[config.mk]
export PLATFORM = sky130hd
export DESIGN_NAME = hwpe_tcdm_mux
export DESIGN_NICKNAME = d
export VERILOG_FILES = /design/src/rtl/hwpe_tcdm_mux.sv
export SDC_FILE = /design/constraint.sdc
export NUM_CORES = 1
export LEC_CHECK = 0
export BUFFER_PORTS_ARGS = -buffer_cell sky130_fd_sc_hd__buf_2
export CAP_MARGIN = 20
export CORE_AREA = 2 2 164 166
export DETAILED_ROUTE_END_ITERATION = 8
export DIE_AREA = 0 0 166 168
export GPL_TIMING_DRIVEN = 0
export MAX_ROUTING_LAYER = met4
export PLACE_DENSITY = 0.48
export SKIP_LAST_GASP = 1
export SLEW_MARGIN = 30
export SYNTH_ARGS = -nofsm -noshare
export SYNTH_HDL_FRONTEND = slang
export SYNTH_SLANG_ARGS = --single-unit
[constraint.sdc]
create_clock -name clk_i -period 2.6 [get_ports clk_i]
set_input_delay 0.13 -clock clk_i [delete_from_list [all_inputs] [get_ports clk_i]]
set_output_delay 0.13 -clock clk_i [all_outputs]
set_load 0.02 [all_outputs]
[src/rtl/hwpe_tcdm_mux.sv]
// hwpe_tcdm_mux: merges NB_IN TCDM master ports onto one TCDM port.
// Requests are arbitrated round-robin. Each granted port index is queued in
// an index FIFO, and the in-order responses are steered back using that FIFO.
module hwpe_tcdm_mux #(
  parameter int unsigned NB_IN           = 3,
  parameter int unsigned ADDR_WIDTH      = 32,
  parameter int unsigned DATA_WIDTH      = 32,
  parameter int unsigned MAX_OUTSTANDING = 4
) (
  input  logic                                   clk_i,
  input  logic                                   rst_i,
  input  logic                                   clear_i,
  input  logic [NB_IN-1:0]                       in_req_i,
  output logic [NB_IN-1:0]                       in_gnt_o,
  input  logic [NB_IN*ADDR_WIDTH-1:0]            in_add_i,
  input  logic [NB_IN-1:0]                       in_wen_i,
  input  logic [NB_IN*DATA_WIDTH/8-1:0]          in_be_i,
  input  logic [NB_IN*DATA_WIDTH-1:0]            in_data_i,
  output logic [NB_IN*DATA_WIDTH-1:0]            in_r_data_o,
  output logic [NB_IN-1:0]                       in_r_valid_o,
  output logic                                   out_req_o,
  input  logic                                   out_gnt_i,
  output logic [ADDR_WIDTH-1:0]                  out_add_o,
  output logic                                   out_wen_o,
  output logic [DATA_WIDTH/8-1:0]                out_be_o,
  output logic [DATA_WIDTH-1:0]                  out_data_o,
  input  logic [DATA_WIDTH-1:0]                  out_r_data_i,
  input  logic                                   out_r_valid_i,
  output logic [$clog2(MAX_OUTSTANDING+1)-1:0]   outstanding_o,
  output logic                                   err_o
);

  localparam int unsigned BE_WIDTH = DATA_WIDTH / 8;
  localparam int unsigned IDX_W    = (NB_IN > 1) ? $clog2(NB_IN) : 1;
  localparam int unsigned PTR_W    = (MAX_OUTSTANDING > 1) ? $clog2(MAX_OUTSTANDING) : 1;
  localparam int unsigned CNT_W    = $clog2(MAX_OUTSTANDING + 1);

  logic [IDX_W-1:0] rr_ptr;
  logic [IDX_W-1:0] winner;
  logic [IDX_W-1:0] head;
  logic [PTR_W-1:0] wr_ptr;
  logic [PTR_W-1:0] rd_ptr;
  logic [CNT_W-1:0] count;
  logic [IDX_W-1:0] idx_mem [MAX_OUTSTANDING];
  logic             err;
  logic             full;
  logic             empty;
  logic             hs;
  logic             pop;

  // Port index + 1, wrapping at NB_IN (NB_IN need not be a power of two).
  function automatic logic [IDX_W-1:0] next_port(input logic [IDX_W-1:0] p);
    if (p == IDX_W'(NB_IN - 1)) begin
      return '0;
    end else begin
      return p + IDX_W'(1);
    end
  endfunction

  // FIFO pointer + 1, wrapping at MAX_OUTSTANDING (also covers depth 1).
  function automatic logic [PTR_W-1:0] next_ptr(input logic [PTR_W-1:0] p);
    if (p == PTR_W'(MAX_OUTSTANDING - 1)) begin
      return '0;
    end else begin
      return p + PTR_W'(1);
    end
  endfunction

  // First requesting port scanning upward from ptr; port 0 when none request.
  function automatic logic [IDX_W-1:0] rr_pick(input logic [NB_IN-1:0] req,
                                               input logic [IDX_W-1:0] ptr);
    logic [IDX_W-1:0] cand;
    logic [IDX_W-1:0] res;
    logic             found;
    cand  = ptr;
    res   = '0;
    found = 1'b0;
    for (int i = 0; i < NB_IN; i++) begin
      if (!found && req[cand]) begin
        res   = cand;
        found = 1'b1;
      end else begin
        found = found;
      end
      cand = next_port(cand);
    end
    return res;
  endfunction

  assign full   = (count == CNT_W'(MAX_OUTSTANDING));
  assign empty  = (count == CNT_W'(0));
  assign winner = rr_pick(in_req_i, rr_ptr);
  assign head   = idx_mem[rd_ptr];

  // Full blocks new requests outright; a pop only frees a slot next cycle.
  assign out_req_o  = (|in_req_i) & ~full;
  assign hs         = out_req_o & out_gnt_i;
  assign pop        = out_r_valid_i & ~empty;

  assign out_add_o  = in_add_i[winner*ADDR_WIDTH +: ADDR_WIDTH];
  assign out_wen_o  = in_wen_i[winner];
  assign out_be_o   = in_be_i[winner*BE_WIDTH +: BE_WIDTH];
  assign out_data_o = in_data_i[winner*DATA_WIDTH +: DATA_WIDTH];

  assign in_r_data_o   = {NB_IN{out_r_data_i}};
  assign outstanding_o = count;
  assign err_o         = err;

  // Grant goes only to the current winner, and only on a real handshake.
  always_comb begin
    in_gnt_o = '0;
    if (hs) begin
      in_gnt_o[winner] = 1'b1;
    end else begin
      in_gnt_o = '0;
    end
  end

  // Response valid is steered to the port at the head of the index FIFO.
  always_comb begin
    in_r_valid_o = '0;
    if (pop) begin
      in_r_valid_o[head] = 1'b1;
    end else begin
      in_r_valid_o = '0;
    end
  end

  // Arbiter pointer, FIFO pointers, occupancy and sticky error flag.
  always_ff @(posedge clk_i) begin
    if (rst_i || clear_i) begin
      rr_ptr <= '0;
      wr_ptr <= '0;
      rd_ptr <= '0;
      count  <= '0;
      err    <= 1'b0;
    end else begin
      if (hs) begin
        rr_ptr <= next_port(winner);
        wr_ptr <= next_ptr(wr_ptr);
      end else begin
        rr_ptr <= rr_ptr;
        wr_ptr <= wr_ptr;
      end
      if (pop) begin
        rd_ptr <= next_ptr(rd_ptr);
      end else begin
        rd_ptr <= rd_ptr;
      end
      case ({hs, pop})
        2'b10:   count <= count + CNT_W'(1);
        2'b01:   count <= count - CNT_W'(1);
        default: count <= count;
      endcase
      if (out_r_valid_i && empty) begin
        err <= 1'b1;
      end else begin
        err <= err;
      end
    end
  end

  // Index storage; entries beyond the pointers are never read, so no reset.
  always_ff @(posedge clk_i) begin
    if (hs) begin
      idx_mem[wr_ptr] <= winner;
    end else begin
      idx_mem[wr_ptr] <= idx_mem[wr_ptr];
    end
  end

endmodule

* Word level (Yosys, flattened, before mapping)
Memories as Yosys holds them, arrays and structs flattened. A register that Yosys moved wholly into a read port is not among the register bits. Cells that the tools add are included.
Operators by class: muxes and demuxes 31, add/sub/neg operators 7, shift-type cells 3, equality and inequality tests 9, $lt $le $gt $ge 7, bitwise gates (word level) 6, reduce and logical (&&, ||, !) cells 12
Operator list (number):
- 96-bit by 8-bit indexed part select with 32-bit output | 2
- 2-bit 2-to-1 mux | 11
- 2-bit by 3-bit < comparator with 1-bit output (second input constant) | 5
- 2-bit == test (second input constant) | 6
- 12-bit by 5-bit indexed part select with 4-bit output | 1
- 1-bit 2-to-1 mux | 11
- 2-bit by 1-bit adder with 2-bit output (second input constant) | 5
- 1-bit binary-select mux with 2-bit select | 4
- 3-bit 2-to-1 mux | 2
- 3-bit case mux with 2 select lines | 1
- 1-bit logical AND | 5
- 1-bit demux with 2-bit select | 2
- 2-bit by 1-bit >= comparator with 1-bit output (second input constant) | 2
- 3-bit by 1-bit adder with 3-bit output (second input constant) | 1
- 1-bit AND | 3
- 3-bit == test (second input constant) | 1
- 3-bit logical NOT | 1
- 3-bit OR reduction | 1
- 3-bit by 1-bit subtractor with 3-bit output (second input constant) | 1
- 2-bit by 1-bit == test with 1-bit output (second input constant) | 1
- 1-bit logical NOT | 2
- 1-bit inverter | 2
- 2-bit AND reduction | 1
- 2-bit nonzero test | 1
- 3 further kinds | 3
Storage, ports and cells: output and inout bits 176, memories 1, flip-flop bits (word level) 10, memory bits (writable) 8, input bits 247, word-level logic and storage cells 81
Memories:
- idx_mem | depth 4, bits a word 2, read ports 1, clocked after memory_dff 1, wr ports 1, RTL line 44 | logic [IDX_W-1:0] idx_mem [MAX_OUTSTANDING];

* Depth between registers and ports, before layout
depth in word-level cells 14, gate-level depth with buffers 9, depth with buffers taken out 9

* Worst setup path after synthesis
OpenSTA, ideal clock, no wires.
path kind flip-flop to flip-flop, start register count[0], in the netlist outstanding_o[0], end register count[2], in the netlist outstanding_o[2], clock period less this slack 2107 ps, arrival time 2036 ps, path slack 493 ps, stages on the path, launching flop included 10, buffers on the path 0, required time 2529 ps, library setup time 71 ps, cells stage by stage dfxtp_1 -> nor2_2 -> a211oi_2 -> inv_2 -> ha_1 -> inv_1 -> fa_1 -> xor2_1 -> or3_1 -> a21oi_1
On the way: cells in the longest elaborated chain, start to end 6, elaborated cells between the ends (all ways) 13, classes of those cells 2 x add/sub; 3 x eq/ne; 1 x mux; 5 x bitwise; 2 x reduce/logical
RTL lines:
- from (decl) | RTL line 43 | logic [CNT_W-1:0] count;
- from (signal assigned) | RTL line 151 | 2'b10: count <= count + CNT_W'(1);
- from (signal assigned) | RTL line 152 | 2'b01: count <= count - CNT_W'(1);
- from (signal assigned) | RTL line 153 | default: count <= count;
- 3-bit == test | RTL line 90 | assign full = (count == CNT_W'(MAX_OUTSTANDING));
- 1-bit inverter | RTL line 96 | assign out_req_o = (|in_req_i) & ~full;
- 1-bit AND | RTL line 96
- 1-bit AND | RTL line 97 | assign hs = out_req_o & out_gnt_i;
- 2-bit by 1-bit == test with 1-bit output or 2-bit == test (tied branches) | RTL line 150 | case ({hs, pop})
- 3-bit case mux with 2 select lines or 2-bit nonzero test (tied branches)
Parallel ways exist; a longest one is shown, timed or not. A chain may end at the register's enable or synchronous reset.

* Final worst setup path
start register rr_ptr[1], end output out_be_o[1]
On the way: cells in the longest elaborated chain, start to end 10, elaborated cells between the ends (all ways) 22, classes of those cells 2 x add/sub; 2 x eq/ne; 1 x shift; 13 x mux; 4 x reduce/logical
RTL lines:
- from (decl) | RTL line 38 | logic [IDX_W-1:0] rr_ptr;
- from (signal assigned) | RTL line 139 | rr_ptr <= next_port(winner);
- from (signal assigned) | RTL line 142 | rr_ptr <= rr_ptr;
- parallel branches: the longest is 8 deep, another holds 2-bit by 1-bit adder with 2-bit output
- 2-bit 2-to-1 mux * | RTL line 79 | if (!found && req[cand]) begin
- 12-bit by 5-bit indexed part select with 4-bit output * | RTL line 102 | assign out_be_o = in_be_i[winner*BE_WIDTH +: BE_WIDTH];
- to (decl) | RTL line 25 | output logic [DATA_WIDTH/8-1:0] out_be_o,
Every way passes the cells marked *. The select of a mux whose other input is x is not followed.

==> summary.md <==
| Metric | Value |
|---|---|
| Status | `complete, no violations` |
| Period utilisation layout | `93.0%` |
| Post-synthesis mux area share | `1.54%` |
| First-pass GRT wire length | `23.9 mm` |
| Largest net degree at the start of global routing | `14` |
| Hold_ws | `0.124 ns` |
| DR DRC count | `0` |
| I/O pins | `423` |
| Post-DP HPWL | `15.5 mm` |
| Initial DRC Count | `219` |
| Total track usage | `11.6%` |
| Post-synthesis adder-cell area fraction | `3.25%` |
| CTS tree | `done` |
| Layout cells sized above 1 | `69.5%` |
| Peak VDD IR | `0.185 mV` |
| GR Overflow Total | `0` |
| Initial core utilization | `11.1%` |
| Post-Syn Nets | `605` |
| Drt first pass iters | `4` |
| Core box area | `0.0264 mm^2` |
| Post-synthesis xor/xnor area fraction | `0.599%` |
| Syn_area_per_cell | `8.33 um^2` |
| Initial antenna violation count | `2` |
| Root buffer cell | `clkbuf_16` |
| Routed wire length | `17.5 mm` |
| PortBufs | `390` |
| Clock insertion delay at the later pin of the skew report | `0.25 ns` |
| Max Clock Skew | `0.00144 ns` |
| Final Hold Viols | `0` |
| Clk sinks | `20` |
| EDFF count, synth | `8` |
| Post-Synth Simple-Gate Area | `20.5%` |
| Setup TNS | `0 ns` |
| Hold crit path type | `input pin to flip-flop` |
| WP data required | `2.47 ns` |
| Total die area | `0.0279 mm^2` |
| Routability cong. | `0.772` |
| Area grow syn2layout | `84.7%` |
| Largest family of logic cells by synthesized area | `buffers and inverters` |
| Total power | `1790 uW` |
| CTS buffer count | `3` |
| Mapped Cells | `351` |
| Main synth FF type | `dfxtp_1` |
| Clock-pin slew on the worst setup and hold paths | `0.05 ns` |
| Most frequent cells in the layout | `398 x buf_2, 96 x buf_4, 69 x and2_1, 69 x a221o_1, 12 x dfxtp_1` |
| Arrival @ worst endpoint | `2.29 ns` |
| Non-filler cells, final | `1,087` |
| Die Height | `168 um` |
| Power Density | `331 mW/mm^2` |
| Commonest non-fill, non-tap cell in the layout | `buf_2` |
| Fillcell total | `3,024` |
| Final min period | `2.42 ns` |
| Slew headroom | `48.4%` |
| H-tree depth | `1` |
| RSZ-0062 raised after global routing | `no` |
| Crit Path Max Fanout | `10` |
| Total number of vias | `4,014` |
| Final ANT Viol Nets | `0` |
| Placed Instances | `1,082` |
| Worst slew pin tran | `0.767 ns` |
| Final Max Slew Viols | `0` |
| Yosys Warn Count | `0` |
| Vias per inst | `3.69` |
| Number of global-route vias before repair | `3,702` |
| Syn Std Cell Area | `0.00292 mm^2` |
| Final-stage net count | `1,000` |
| Async SR Flop Fraction | `0%` |
| Compound-gate portion of the synthesized area | `27.6%` |
| Cell Rows | `60` |
| #FFs+latches synth | `20` |
| Critical path type | `flip-flop to primary output` |
| # setup viols final | `0` |
| Fin util | `20.5%` |
| Sequential area share after synthesis | `16.4%` |
| FMAX | `0.414 GHz` |
| Max Cap Viol | `0` |
| CP startpoint kind | `flip-flop` |
| Crit path capture type | `primary output` |
| Die W | `166 um` |
| Cell leakage power | `0.00293 uW` |
| Clock buffer depth | `2` |
| Distinct cells, synth | `32` |
| Wire length per cell | `16.1 um` |
metal layers:
metal / share of wire (%) / vias up / track usage (%)
met5: 0 / - / -
met3: 5.3 / 6 / 1.15
met4: 0.60 / 0 / 1.25
met1: 44 / 1845 / 15.3
li1: - / 1974 / -
met2: 50 / 189 / 19.9
layout make-up:
| type | instances | area, um^2 | share of cell area, % |
|---|---|---|---|
| diodes | 1 | 2.50 | 0.0464 |
| clock inverters | 1 | 3.75 | 0.0695 |
| multi-input cells | 200 | 1570 | 29.1 |
| clock buffers | 3 | 75.1 | 1.39 |
| inverters | 12 | 45.0 | 0.834 |
| repair buffers | 390 | 1950 | 36.2 |
| plain buffers | 119 | 841 | 15.6 |
| flip-flops and latches | 20 | 480 | 8.90 |
| well taps | 341 | 427 | 7.90 |
metrics by stage:
stage | area [um^2] | setup WS (ns)
after CTS | 5390 | 0.0443
after global placement | 5300 | -0.311
after floorplan | 2920 | 0.493
final | 5400 | 0.183
after global routing | 5400 | 0.00348
after detailed placement | 5300 | -0.0465
worst max-delay path, stage by stage, from the launching register on:
cell and delay (ns):
dfxtp_1 0.34, nor2b_1 0.14, a21oi_1 0.37, o21a_1 0.16, buf_2 0.24, clkbuf_4 0.36, a221o_1 0.23, buf_2 0.18
path summary, 6_finish.rpt:
path | startpoint | end | slack, ns | depth (start not counted)
worst max-delay path | rr_ptr[1]$_SDFFE_PP0P_ | out_be_o[1] | 0.18 | 7
worst min-delay path | out_r_valid_i | err_o$_SDFFE_PP0P_ | 0.12 | 3
worst max register to register | outstanding_o[0]$_SDFFE_PP0P_ | outstanding_o[2]$_SDFFE_PP0P_ | 0.28 | 9
worst min register to register | err_o$_SDFFE_PP0P_ | err_o$_SDFFE_PP0P_ | 0.47 | 2
report_power, final:
group          switching (uW)  internal, uW
registers                7.45           336
clock network             107           205
logic                     636           499
total                     750          1040
cells by family after synthesis:
group / count (synthesis)
compound gates: 87
simple gates: 102
xor+xnor: 2
flops: 20
mux: 2
fa+ha+maj: 7
buf+inv: 131
repair_timing:
action                                 4_1_cts  5_1_grt
resized for setup                            3        4
buffers inserted                             0        0
gates cloned                                 0        0
hold buffers                                 0        0
setup endpoints to repair                   42        7
endpoints found under the hold margin        0        0
cells in the mapped netlist (all sizes together) (2+ instances only):
library cell | n | share of area [%]
clkbuf | 12 | 1.5
mux4 | 2 | 1.5
dfxtp | 12 | 8.2
o211ai | 2 | 0.68
a221o | 69 | 24
a21oi | 12 | 2.2
buf | 107 | 27
and2 | 73 | 16
nor3b | 2 | 0.51
xor2 | 2 | 0.60
nor3 | 5 | 0.86
ha | 6 | 2.6
edfxtp | 8 | 8.2
nor2 | 8 | 1.1
inv | 12 | 1.5
or3 | 2 | 0.43
nand2 | 9 | 1.2
flip-flops by register name, indices dropped and copies added (netlist names), named ones only:
signal and cells:
err_o 1, idx_mem 8, wr_ptr 2, rd_ptr 2, outstanding_o 3, rr_ptr 2
(Power assumes the default switching activity.)
